**src/rtl/adder_pkg.sv**
```systemverilog
// Shared constants and helpers for the pipelined add/subtract datapath.
// Opcode encodings match the `sub` select input of pipelined_add_sub.
package adder_pkg;

    // Operation select values for the `sub` input.
    localparam logic OP_ADD = 1'b0;
    localparam logic OP_SUB = 1'b1;

    // Bits of carry chain handled by each pipeline stage.
    function automatic int unsigned slice_w(input int unsigned width, input int unsigned stages);
        return width / stages;
    endfunction

endpackage

```
**src/rtl/add_slice.sv**
```systemverilog
// Combinational W-bit ripple slice with carry in/out; one per pipeline stage.
module add_slice #(
    parameter int unsigned W = 4
) (
    input  logic [W-1:0] a,
    input  logic [W-1:0] b,
    input  logic         cin,
    output logic [W-1:0] sum,
    output logic         cout
);

    assign {cout, sum} = {1'b0, a} + {1'b0, b} + {{W{1'b0}}, cin};

endmodule

```
**src/rtl/pipelined_add_sub.sv**
```systemverilog
// Pipelined WIDTH-bit adder/subtractor with carry, overflow and zero flags.
// The carry chain is cut into STAGES slices; each stage register carries the
// operands still to be consumed and the result bits already produced.
// All stages advance together unless the output beat is stalled.
// Optional build macro PIPELINED_ADD_SUB_SAT_EN: saturate the result to the
// signed extreme on overflow (carry/overflow still describe the wrapped op).
module pipelined_add_sub
    import adder_pkg::*;
#(
    parameter int unsigned WIDTH  = 8,
    parameter int unsigned STAGES = 2
) (
    input  logic             clk,
    input  logic             reset,
    input  logic             in_valid,
    output logic             in_ready,
    input  logic [WIDTH-1:0] a,
    input  logic [WIDTH-1:0] b,
    input  logic             sub,
    output logic             out_valid,
    input  logic             out_ready,
    output logic [WIDTH-1:0] result,
    output logic             carry,
    output logic             overflow,
    output logic             zero
);

    localparam int unsigned SLICE_W = slice_w(WIDTH, STAGES);
    localparam int unsigned LAST    = STAGES - 1;
    localparam int unsigned MSB     = WIDTH - 1;

    if (STAGES < 1 || STAGES > WIDTH || (WIDTH % STAGES) != 0) begin : g_param_check
        $error("pipelined_add_sub: need 1 <= STAGES <= WIDTH and WIDTH a multiple of STAGES");
    end

    // Per-stage state; index k holds the beat that has finished slice k.
    logic [STAGES-1:0]            valid_q, valid_d;
    logic [STAGES-1:0]            carry_q, carry_d;
    logic [STAGES-1:0][WIDTH-1:0] a_q, a_d;
    logic [STAGES-1:0][WIDTH-1:0] bp_q, bp_d;
    logic [STAGES-1:0][WIDTH-1:0] res_q, res_d;
    logic [STAGES-1:0][WIDTH-1:0] res_raw;

    logic             overflow_q, overflow_d;
    logic             zero_q, zero_d;
    logic [WIDTH-1:0] final_res;
    logic             stall;
    logic             unused_bits;

    // A held output beat freezes the whole pipe, so acceptance is blocked too.
    assign stall    = out_valid & ~out_ready;
    assign in_ready = ~stall;

    for (genvar k = 0; k < STAGES; k++) begin : g_stage
        logic [WIDTH-1:0]   a_in;
        logic [WIDTH-1:0]   bp_in;
        logic [WIDTH-1:0]   res_in;
        logic               c_in;
        logic [SLICE_W-1:0] sum;
        logic [WIDTH-1:0]   raw;

        if (k == 0) begin : g_head
            // Subtraction is A + ~B + 1: invert B here and inject the +1 as carry-in.
            assign valid_d[k] = in_valid;
            assign a_in       = a;
            assign bp_in      = (sub == OP_SUB) ? ~b : b;
            assign res_in     = '0;
            assign c_in       = (sub == OP_SUB);
        end else begin : g_body
            assign valid_d[k] = valid_q[k-1];
            assign a_in       = a_q[k-1];
            assign bp_in      = bp_q[k-1];
            assign res_in     = res_q[k-1];
            assign c_in       = carry_q[k-1];
        end

        add_slice #(
            .W (SLICE_W)
        ) u_slice (
            .a    (a_in[k*SLICE_W +: SLICE_W]),
            .b    (bp_in[k*SLICE_W +: SLICE_W]),
            .cin  (c_in),
            .sum  (sum),
            .cout (carry_d[k])
        );

        // Merge this stage's slice into the partial result carried from upstream.
        always_comb begin
            raw                        = res_in;
            raw[k*SLICE_W +: SLICE_W] = sum;
        end

        assign a_d[k]     = a_in;
        assign bp_d[k]    = bp_in;
        assign res_raw[k] = raw;

        if (k == LAST) begin : g_tail
            assign res_d[k] = final_res;
        end else begin : g_mid
            assign res_d[k] = raw;
        end
    end

    // Signed overflow: both addends share a sign that the wrapped result lacks.
    assign overflow_d = (a_d[LAST][MSB] == bp_d[LAST][MSB]) &&
                        (res_raw[LAST][MSB] != a_d[LAST][MSB]);

`ifdef PIPELINED_ADD_SUB_SAT_EN
    localparam logic [WIDTH-1:0] SAT_MIN = WIDTH'(1) << MSB;
    localparam logic [WIDTH-1:0] SAT_MAX = ~SAT_MIN;

    // Clamp toward the sign of A, which is also the sign of the true result.
    assign final_res = overflow_d ? (a_d[LAST][MSB] ? SAT_MIN : SAT_MAX) : res_raw[LAST];
`else
    assign final_res = res_raw[LAST];
`endif

    assign zero_d = ~|final_res;

    // Stage registers: cleared by reset, otherwise advance in lock-step unless stalled.
    always_ff @(posedge clk) begin
        if (reset) begin
            valid_q    <= '0;
            carry_q    <= '0;
            a_q        <= '0;
            bp_q       <= '0;
            res_q      <= '0;
            overflow_q <= 1'b0;
            zero_q     <= 1'b0;
        end else if (!stall) begin
            valid_q    <= valid_d;
            carry_q    <= carry_d;
            a_q        <= a_d;
            bp_q       <= bp_d;
            res_q      <= res_d;
            overflow_q <= overflow_d;
            zero_q     <= zero_d;
        end
    end

    assign out_valid = valid_q[LAST];
    assign result    = res_q[LAST];
    assign carry     = carry_q[LAST];
    assign overflow  = overflow_q;
    assign zero      = zero_q;

    // Already-consumed operand bits ride along but are never read again.
    assign unused_bits = ^{a_q, bp_q};

endmodule

```
**config.mk**
```make
export PLATFORM = sky130hd
export DESIGN_NAME = pipelined_add_sub
export DESIGN_NICKNAME = d
export VERILOG_FILES = /design/src/rtl/adder_pkg.sv /design/src/rtl/add_slice.sv /design/src/rtl/pipelined_add_sub.sv
export SDC_FILE = /design/constraint.sdc
export NUM_CORES = 1
export LEC_CHECK = 0
export CAP_MARGIN = 0
export CORE_MARGIN = 2
export CORE_UTILIZATION = 48
export CTS_BUF_LIST = sky130_fd_sc_hd__clkbuf_16
export CTS_CLUSTER_SIZE = 25
export DETAILED_ROUTE_END_ITERATION = 8
export PLACE_DENSITY = 0.85
export SETUP_SLACK_MARGIN = 0.3
export SYNTH_ARGS = -nofsm -noshare
export SYNTH_HDL_FRONTEND = slang
export SYNTH_SLANG_ARGS = --single-unit
export TNS_END_PERCENT = 20
```
**constraint.sdc**
```tcl
create_clock -name clk -period 2.2 [get_ports clk]
set_input_delay 0.44 -clock clk [delete_from_list [all_inputs] [get_ports clk]]
set_output_delay 0.44 -clock clk [all_outputs]
set_load 0.01 [all_outputs]
```
---- Word-level counts from Yosys, hierarchy flattened ----
Cells that the tools add are included.
word-level totals
  bits in read-only memories .............. 0
  flip-flop bits (word level) ............. 34
  bits in latches ......................... 0
  memories ................................ 0
  bits in writable memories ............... 0
operators by class
  add/sub/neg operators ................... 4
  shift operators ......................... 0
  bitwise operators ....................... 4
  equality and inequality tests ........... 2
  divide/modulo/power cells ............... 0
  order comparisons ....................... 0
  multiplexer cells ....................... 1
  reductions and logical operators ........ 3
  multiply operators ...................... 0
operator list
  operator                                number
  4-bit by 4-bit adder with 5-bit output  2
  5-bit by 1-bit adder with 5-bit output  2
  8-bit two-way mux                       1
  8-bit inverter                          1
  8-bit OR reduction                      1
  1-bit inverter                          2
  1-bit AND                               1
  1-bit == test                           1
  1-bit logical AND                       1
  1-bit logical NOT                       1
  1-bit != test                           1

---- Logic depth before layout (Yosys ltp) ----
Gate-level depths: netlist of the first run.
  depth in word-level cells ............... 4
  mapped depth ............................ 7

---- Cells and area by module ----
From an unflattened synthesis of the first run, not the netlist that was laid out.
unflattened totals
  cell total of the unflattened synthesis .. 153
  area, all modules ....................... 1,287.5 µm²
modules (own cells, without submodules)
  module             instances  area each (µm²)  cells an instance  sequential area each (µm²)
  pipelined_add_sub  1          999.7            121                520.5
  add_slice          2          143.9            16                 0.0

---- Least setup slack after synthesis of the first run ----
Ideal clock, no wire load.
  kind .................................... register to register
  from .................................... reg a_q (netlist bit g_stage[1].a_in[4])
  to ...................................... reg zero_q (netlist: zero)
  buffers on the path ..................... 0
  data arrival time ....................... 1.686 ns
  library setup time ...................... 0.117 ns
  period minus slack after synthesis ...... 1.803 ns
  slack ................................... 0.397 ns
  stages on the path, launching flop included .. 8
  cell sequence ........................... dfxtp_1 -> fa_1 -> inv_1 -> fa_1 -> nor4b_1 -> nand4_1 -> nor2_1 -> a32o_1
between the ends
  cells in the longest elaborated chain, start to end .. 4
ends and longest elaborated chain
  element                                 RTL line                  RTL
  start, declared                         pipelined_add_sub.sv:39   logic [STAGES-1:0][WIDTH-1:0] a_q, a_d;
  start signal, assigned                  pipelined_add_sub.sv:125  a_q <= '0;
  start signal, assigned                  pipelined_add_sub.sv:133  a_q <= a_d;
  4-bit by 4-bit adder with 5-bit output  add_slice.sv:12           assign {cout, sum} = {1'b0, a} + {1'b0, b} + {{W{1'b0}}, cin};
  5-bit by 1-bit adder with 5-bit output  add_slice.sv:12
  8-bit OR reduction                      pipelined_add_sub.sv:118  assign zero_d = ~|final_res;
  1-bit logical NOT                       pipelined_add_sub.sv:118
  end signal, assigned                    pipelined_add_sub.sv:137  zero_q <= zero_d;
  end, declared                           pipelined_add_sub.sv:45   logic zero_q, zero_d;
Every way passes these cells.
A chain may end at the register's enable or synchronous reset.

---- Final worst setup path of the first run ----
Same ends and word-level chain as after synthesis.

==> reports/results.txt, run 1 <==
Final worst slack: 359 ps
Clk Latency, worst-skew pair: 260 ps
Antenna Nets Post-Route: 0
Starting Density: 49.3%
Port buffer count: 33
Worst-case hold path end point: result[2]$_SDFFE_PP0N_
Crit path capture type: register
RR Startpoint: g_stage[1].a_in[4]$_SDFFE_PP0N_
Post-synth cell types: 32
Cells taking the most area after synthesis: dfxtp_1, nand2_1, a21oi_1
Worst Setup Start Kind: register
TNS Setup: 0 ps
Width of the die: 56.5 um
Finish-stage setup viols: 0
# H-tree levels: 1
IO Pins: 34
Vias in the first global route: 1107
Final Cycle Share: 83.7%
# Post-CTS Setup Buffers: 0
Critical path required time: 2400 ps
Post-synth ARST share: 0%
Fin crit period: 1840 ps
Synthesis Warnings: 0
Largest net degree at the start of global routing: 29
Drt wl/cell: 13.5 um
Via Count: 1091
Crit path launch: g_stage[1].a_in[4]$_SDFFE_PP0N_
Max clock buf depth: 2
Cell taking the most area after synthesis: dfxtp_1
Core area: 0.00269 mm2
# DRC: 0
TritonCTS clock tree: yes
Final non-filler cell total: 207
Commonest cells in the netlist: dfxtp_1, nand2_1, a21oi_1, nor2_1, xor2_1
Crit-path max FO: 2
Area Overhead vs Synth: 33.5%
Yosys top cell area share: 39.3%
Share of cells above drive strength 1: 14.8%
DP Cell Count: 204
Most used DFF post-synth: dfxtp_1
Count leader, synth: dfxtp_1
Final #Nets: 208
Die Y: 56.5 um
Worst reg-to-reg path cell count: 7
Worst Hold Class: reg2reg
Slew headroom: 80.8%
Fill count: 207
Sink Count: 26
Gr usage total: 18.6%
CTS Buf Count: 3
TritonRoute pass-1 iters: 4
Reg-to-Reg End: zero$_SDFFE_PP0N_
Worst Hold Depth: 2
Seq/Total Area, Yosys: 39.3%
Max frequency: 543 MHz
Status: finished, final reports clean
Setup Skew: 1.61 ps
Detailed Route WL: 2800 um
Clock Root Buffer: clkbuf_16
Cells after synthesis: 143
Gr ovfl total: 0
Core Util, Final: 65.9%
Register Area: 524 um2
Gpl congestion: 0.813
PwrDens: 711 mW/mm2
First-pass GRT wire length: 4730 um
Maximum VDD drop: 0.848 mV
Pre-CTS WS: -3.20 ps
Max-slew violations: 0
Final Hold Fails: 0
Starting DRT DRC Count: 40
Leakage power: 0.740 nW
Worst reg2reg setup slack: 360 ps
Post-DP HPWL: 2040 um
Vias per cell: 5.27
Actual slew at the worst max-slew pin: 285 ps
Worst EP arrival: 2040 ps
Area of the multi-input gates: 726 um2
CTS clk-pin slew, worst paths: 60 ps
Synthesized area: 0.00133 mm2
Synth Net Count: 173
CP Class: reg2reg
Hold_sp: result[2]$_SDFFE_PP0N_
MaxCap Viol Count: 0
Pwr Total: 1.26 mW
Number of synthesized flops with an enable pin: 0
Yosys reg bits: 26
Antenna fix cells: 0
Mean area per synthesized cell: 9.27 um2
Initial antenna violation count: 0
Unrepaired setup endpoints after global routing: true
Total Die Area: 0.00320 mm2
Standard-cell rows: 19
## kinds of logic (layout without fill, tap and decap cells)
group                    count (synthesis)  in the layout  synth area share [%]
buffers and inverters                   15             48                  7.27
flip-flops                              26             26                  39.3
AND/OR/NAND/NOR                         46             46                  14.7
multiplexers                             2              2                  1.89
AO/OA/AOI/OAI                           33             33                  18.7
adder cells (fa/ha/maj)                  9              9                  10.2
XOR/XNOR                                12             12                  7.93
## state kept, by name (all words and copies together) (netlist names)
name,count
valid_q,2
g_stage.res_in,4
overflow,1
g_stage.bp_in,4
g_stage.a_in,4
result,8
carry_q,2
zero,1
## how the worst max path moves through the flow
stage,endpoint,slack [ps],cells after the start
after floorplan,zero$_SDFFE_PP0N_,400,7
after global placement,carry_q[0]$_SDFFE_PP0N_,30,6
after detailed placement,carry_q[0]$_SDFFE_PP0N_,-3,6
after CTS,carry_q[0]$_SDFFE_PP0N_,260,6
after global routing,zero$_SDFFE_PP0N_,270,7
final,zero$_SDFFE_PP0N_,360,7
## cell type report
type                            instances  share of cell area (%)
Timing Repair Buffer                   40                    21.9
Sequential cell                        26                    29.6
Clock buffer                            3                    4.24
Multi-Input combinational cell        102                    41.0
Tap cell                               31                    2.19
Inverter                                5                    1.06
## layout by cell type, fill, tap and decap left out, types with 2 or more instances in the layout
cell and n:
inv_1 3, a211oi_2 6, a21oi_1 16, nor2_1 14
o21ai_1 2, nand2_1 23, dfxtp_2 3, dlymetal6s2s_1 2
clkdlybuf4s50_1 30, dfxtp_1 23, ha_1 6, fa_1 2
inv_2 2, xnor2_1 5, xor2_1 7, clkbuf_16 3
nand3_1 3, a21o_1 3, buf_4 7
## worst max-delay path: stages, from the launching register on
cell and delay (ps):
dfxtp_2 340, fa_2 220, inv_2 40, fa_1 580, nor4b_4 220, nand4_1 120
nor2_1 140, a32o_1 130
## what timing repair did
action / 4_1_cts / 5_1_grt
resized for setup: 1 / 9
hold buffers: 0 / 0
pin swaps: 0 / 5
endpoints found under the setup margin: 4 / 4
## where the power goes
group	switching [mW]	total (mW)	internal (mW)
sequential	0.0322	0.552	0.520
clock	0.152	0.392	0.241
combinational	0.141	0.313	0.173
total	0.324	1.26	0.933
## routing by layer
metal | GRT usage (%) | up-vias | routed length [um]
met5 | 0 | - | 0
met4 | 5.10 | 0 | 53
met2 | 34.1 | 31 | 1460
met1 | 20.4 | 510 | 1130
li1 | - | 544 | -
met3 | 5.99 | 6 | 153
## through the flow
step                cell area [um2]  hold slack, ps
CTS                            1740             458
global placement               1670             439
global route                   1770             474
floorplan                      1330             432
finish                         1770             458
detailed placement             1670             449
Note: power is estimated with default switching activity, not from simulation.
==> inputs of run 2 (changes only) <==
- CORE_UTILIZATION: 48 -> 43
- PLACE_DENSITY: 0.85 -> 0.8
- clock period: 2.2 -> 1.6 ns (I/O delays scaled with it)
==> run 2 against run 1 <==
The flow now finishes with violations (setup timing). Die area rose by 11%. Total power rose by 40%. First-iteration DRC count fell by 20%. Final cell count rose by 3.9%. Hold slack got worse by 6.0 ps. Register-to-register slack got worse by 580 ps. Routed wire length rose by 11%. Via count rose by 4.7%. Fmax rose by 1.2%. Sequential power rose by 38%.
==> reports/results.txt, run 2 (synthesis results as in run 1) <==
Status: finished with violations
Failing checks: setup timing
Sink Count: 26 (unchanged)
MaxCap Viol Count: 0 (unchanged)
Commonest cells after routing, fill and taps aside: nand2_1, dfxtp_1, dlygate4sd2_1
# H-tree levels: 1 (unchanged)
Worst Setup Start Kind: register
Actual slew at the worst max-slew pin: 245 ps (-39.4 ps)
IO Pins: 34 (unchanged)
Clk Latency, worst-skew pair: 260 ps (about the same)
Gpl congestion: 0.762 (-6.2%)
# Post-CTS Setup Buffers: 0 (unchanged)
Crit path top cell by count: fa_2
Max clock buf depth: 2 (unchanged)
Leakage power: 0.832 nW (+12%)
Share of cells above drive strength 1: 26.4% (+12 points)
Antenna fix cells: 0 (unchanged)
Port buffer count: 33 (unchanged)
Gr usage total: 19.2% (+0.58 points)
Final non-filler cell area: 0.00187 mm2 (+5.4%)
Post-placement cell area: 0.00173 mm2 (+3.4%)
Vias in the first global route: 1171 (+5.8%)
Maximum VDD drop: 0.460 mV (-46%)
Core Util, Final: 62.1% (-3.7 points)
Crit path capture type: register
Setup Skew: 2.10 ps (+0.496 ps)
Standard-cell rows: 20 (+1)
First-pass GRT wire length: 5150 um (+8.7%)
Gr ovfl total: 0 (unchanged)
TNS Setup: -274 ps (-274 ps)
Max-slew violations: 0 (unchanged)
Crit path largest cell delay: 450 ps (-130 ps)
Critical path required time: 1750 ps (-650 ps)
Width of the die: 59.5 um (+5.3%)
Starting DRT DRC Count: 32 (-20%)
Max stage delay cell, worst path: fa_2
CTS Buf Count: 3 (unchanged)
Max frequency: 549 MHz (+1.2%)
Fin crit period: 1820 ps (-21.0 ps)
Slew headroom: 83.4% (+2.7 points)
Worst Hold Class: reg2reg
Via Count: 1142 (+4.7%)
Finish-stage setup viols: 2 (+2)
Post-DP HPWL: 2250 um (+10%)
Final worst slack: -220 ps (-579 ps)
Final #Nets: 214 (+2.9%)
Clock Root Buffer: clkbuf_16
PwrDens: 944 mW/mm2 (+33%)
Core area: 0.00300 mm2 (+12%)
CTS clk-pin slew, worst paths: 60 ps (about the same)
Final Hold Fails: 0 (unchanged)
TritonRoute pass-1 iters: 4 (unchanged)
Unrepaired setup endpoints after global routing: true
Worst path cell trace: fa_2 -> inv_2 -> fa_2 -> nor4b_4 -> nand4_1 -> nor2_1 -> a32o_1
CP Class: reg2reg
TritonCTS clock tree: yes
Area Overhead vs Synth: 40.8%
Crit-path max FO: 2 (unchanged)
Vias per cell: 5.31 (+0.78%)
Number of flip-flops under the largest register name: 8 (unchanged)
Detailed Route WL: 3100 um (+11%)
# DRC: 0 (unchanged)
Drt wl/cell: 14.4 um (+6.7%)
Commonest non-fill, non-tap cell in the layout: nand2_1
Initial antenna violation count: 0 (unchanged)
Die Y: 59.5 um (+5.3%)
Largest net degree at the start of global routing: 25 (-14%)
Total Die Area: 0.00354 mm2 (+11%)
Final Cycle Share: 114% (+30 points)
Starting Density: 44.1% (-5.2 points)
Worst EP arrival: 1970 ps (-70 ps)
Antenna Nets Post-Route: 0 (unchanged)
Cts hold-fix bufs: 0 (unchanged)
-- run 2: worst max-delay path, delay by kind of cell (launching register included) --
kind | cells | cell delay (ps)
buffers and inverters | 1 | 70
adders and majority gates | 2 | 840
and+or+nand+nor | 3 | 280
DFF | 1 | 330
AOI/OAI and AO/OA | 1 | 190
-- run 2: timing repair --
action	4_1_cts	5_1_grt
setup endpoints to repair	29	11
gates resized for setup	56	11
pin swaps	19	16
endpoints found under the hold margin	0	0
-- run 2: final timing paths --
kind	cells past startpoint	slack [ps]	start	to
max reg2reg	7	-220	g_stage[1].a_in[4]$_SDFFE_PP0N_	zero$_SDFFE_PP0N_
min	2	450	valid_q[0]$_SDFFE_PP0N_	valid_q[0]$_SDFFE_PP0N_
min reg2reg	2	450	valid_q[0]$_SDFFE_PP0N_	valid_q[0]$_SDFFE_PP0N_
max	7	-220	g_stage[1].a_in[4]$_SDFFE_PP0N_	zero$_SDFFE_PP0N_
-- run 2: area by class of cell --
cell class	instances	area (um2)
Fill cell	240	1140
Multi-Input combinational cell	102	776
Sequential cell	26	526
Timing Repair Buffer	46	429
Clock buffer	3	75.1
Tap cell	33	41.3
Inverter	5	18.8
-- run 2: stage by stage --
step | worst slack, ps | hold slack (ps) | power [mW] | instances
finish | -220 | 452 | 1.76 | 215
global route | -284 | 469 | 1.84 | 215
CTS | -231 | 448 | 1.75 | 215
detailed placement | -485 | 443 | 1.21 | 212
global placement | -423 | 439 | 1.19 | 212
floorplan | -149 | 432 | 1.02 | 143
-- run 2: per-layer routing --
metal	share of wire [%]	wire, um	up-vias	GRT usage [%]
met2	54	1670	26	35.6
met1	40	1250	552	21.1
li1	-	-	556	-
met4	2.2	69	0	6.98
met5	0	0	-	0
met3	3.5	109	8	4.37
-- run 2: power breakdown --
group	leakage [nW]	total [mW]	switching, mW	internal, mW
Clock	0.0370	0.532	0.201	0.331
Combinational	0.579	0.471	0.219	0.251
Sequential	0.216	0.759	0.0434	0.715
Total	0.832	1.76	0.464	1.30
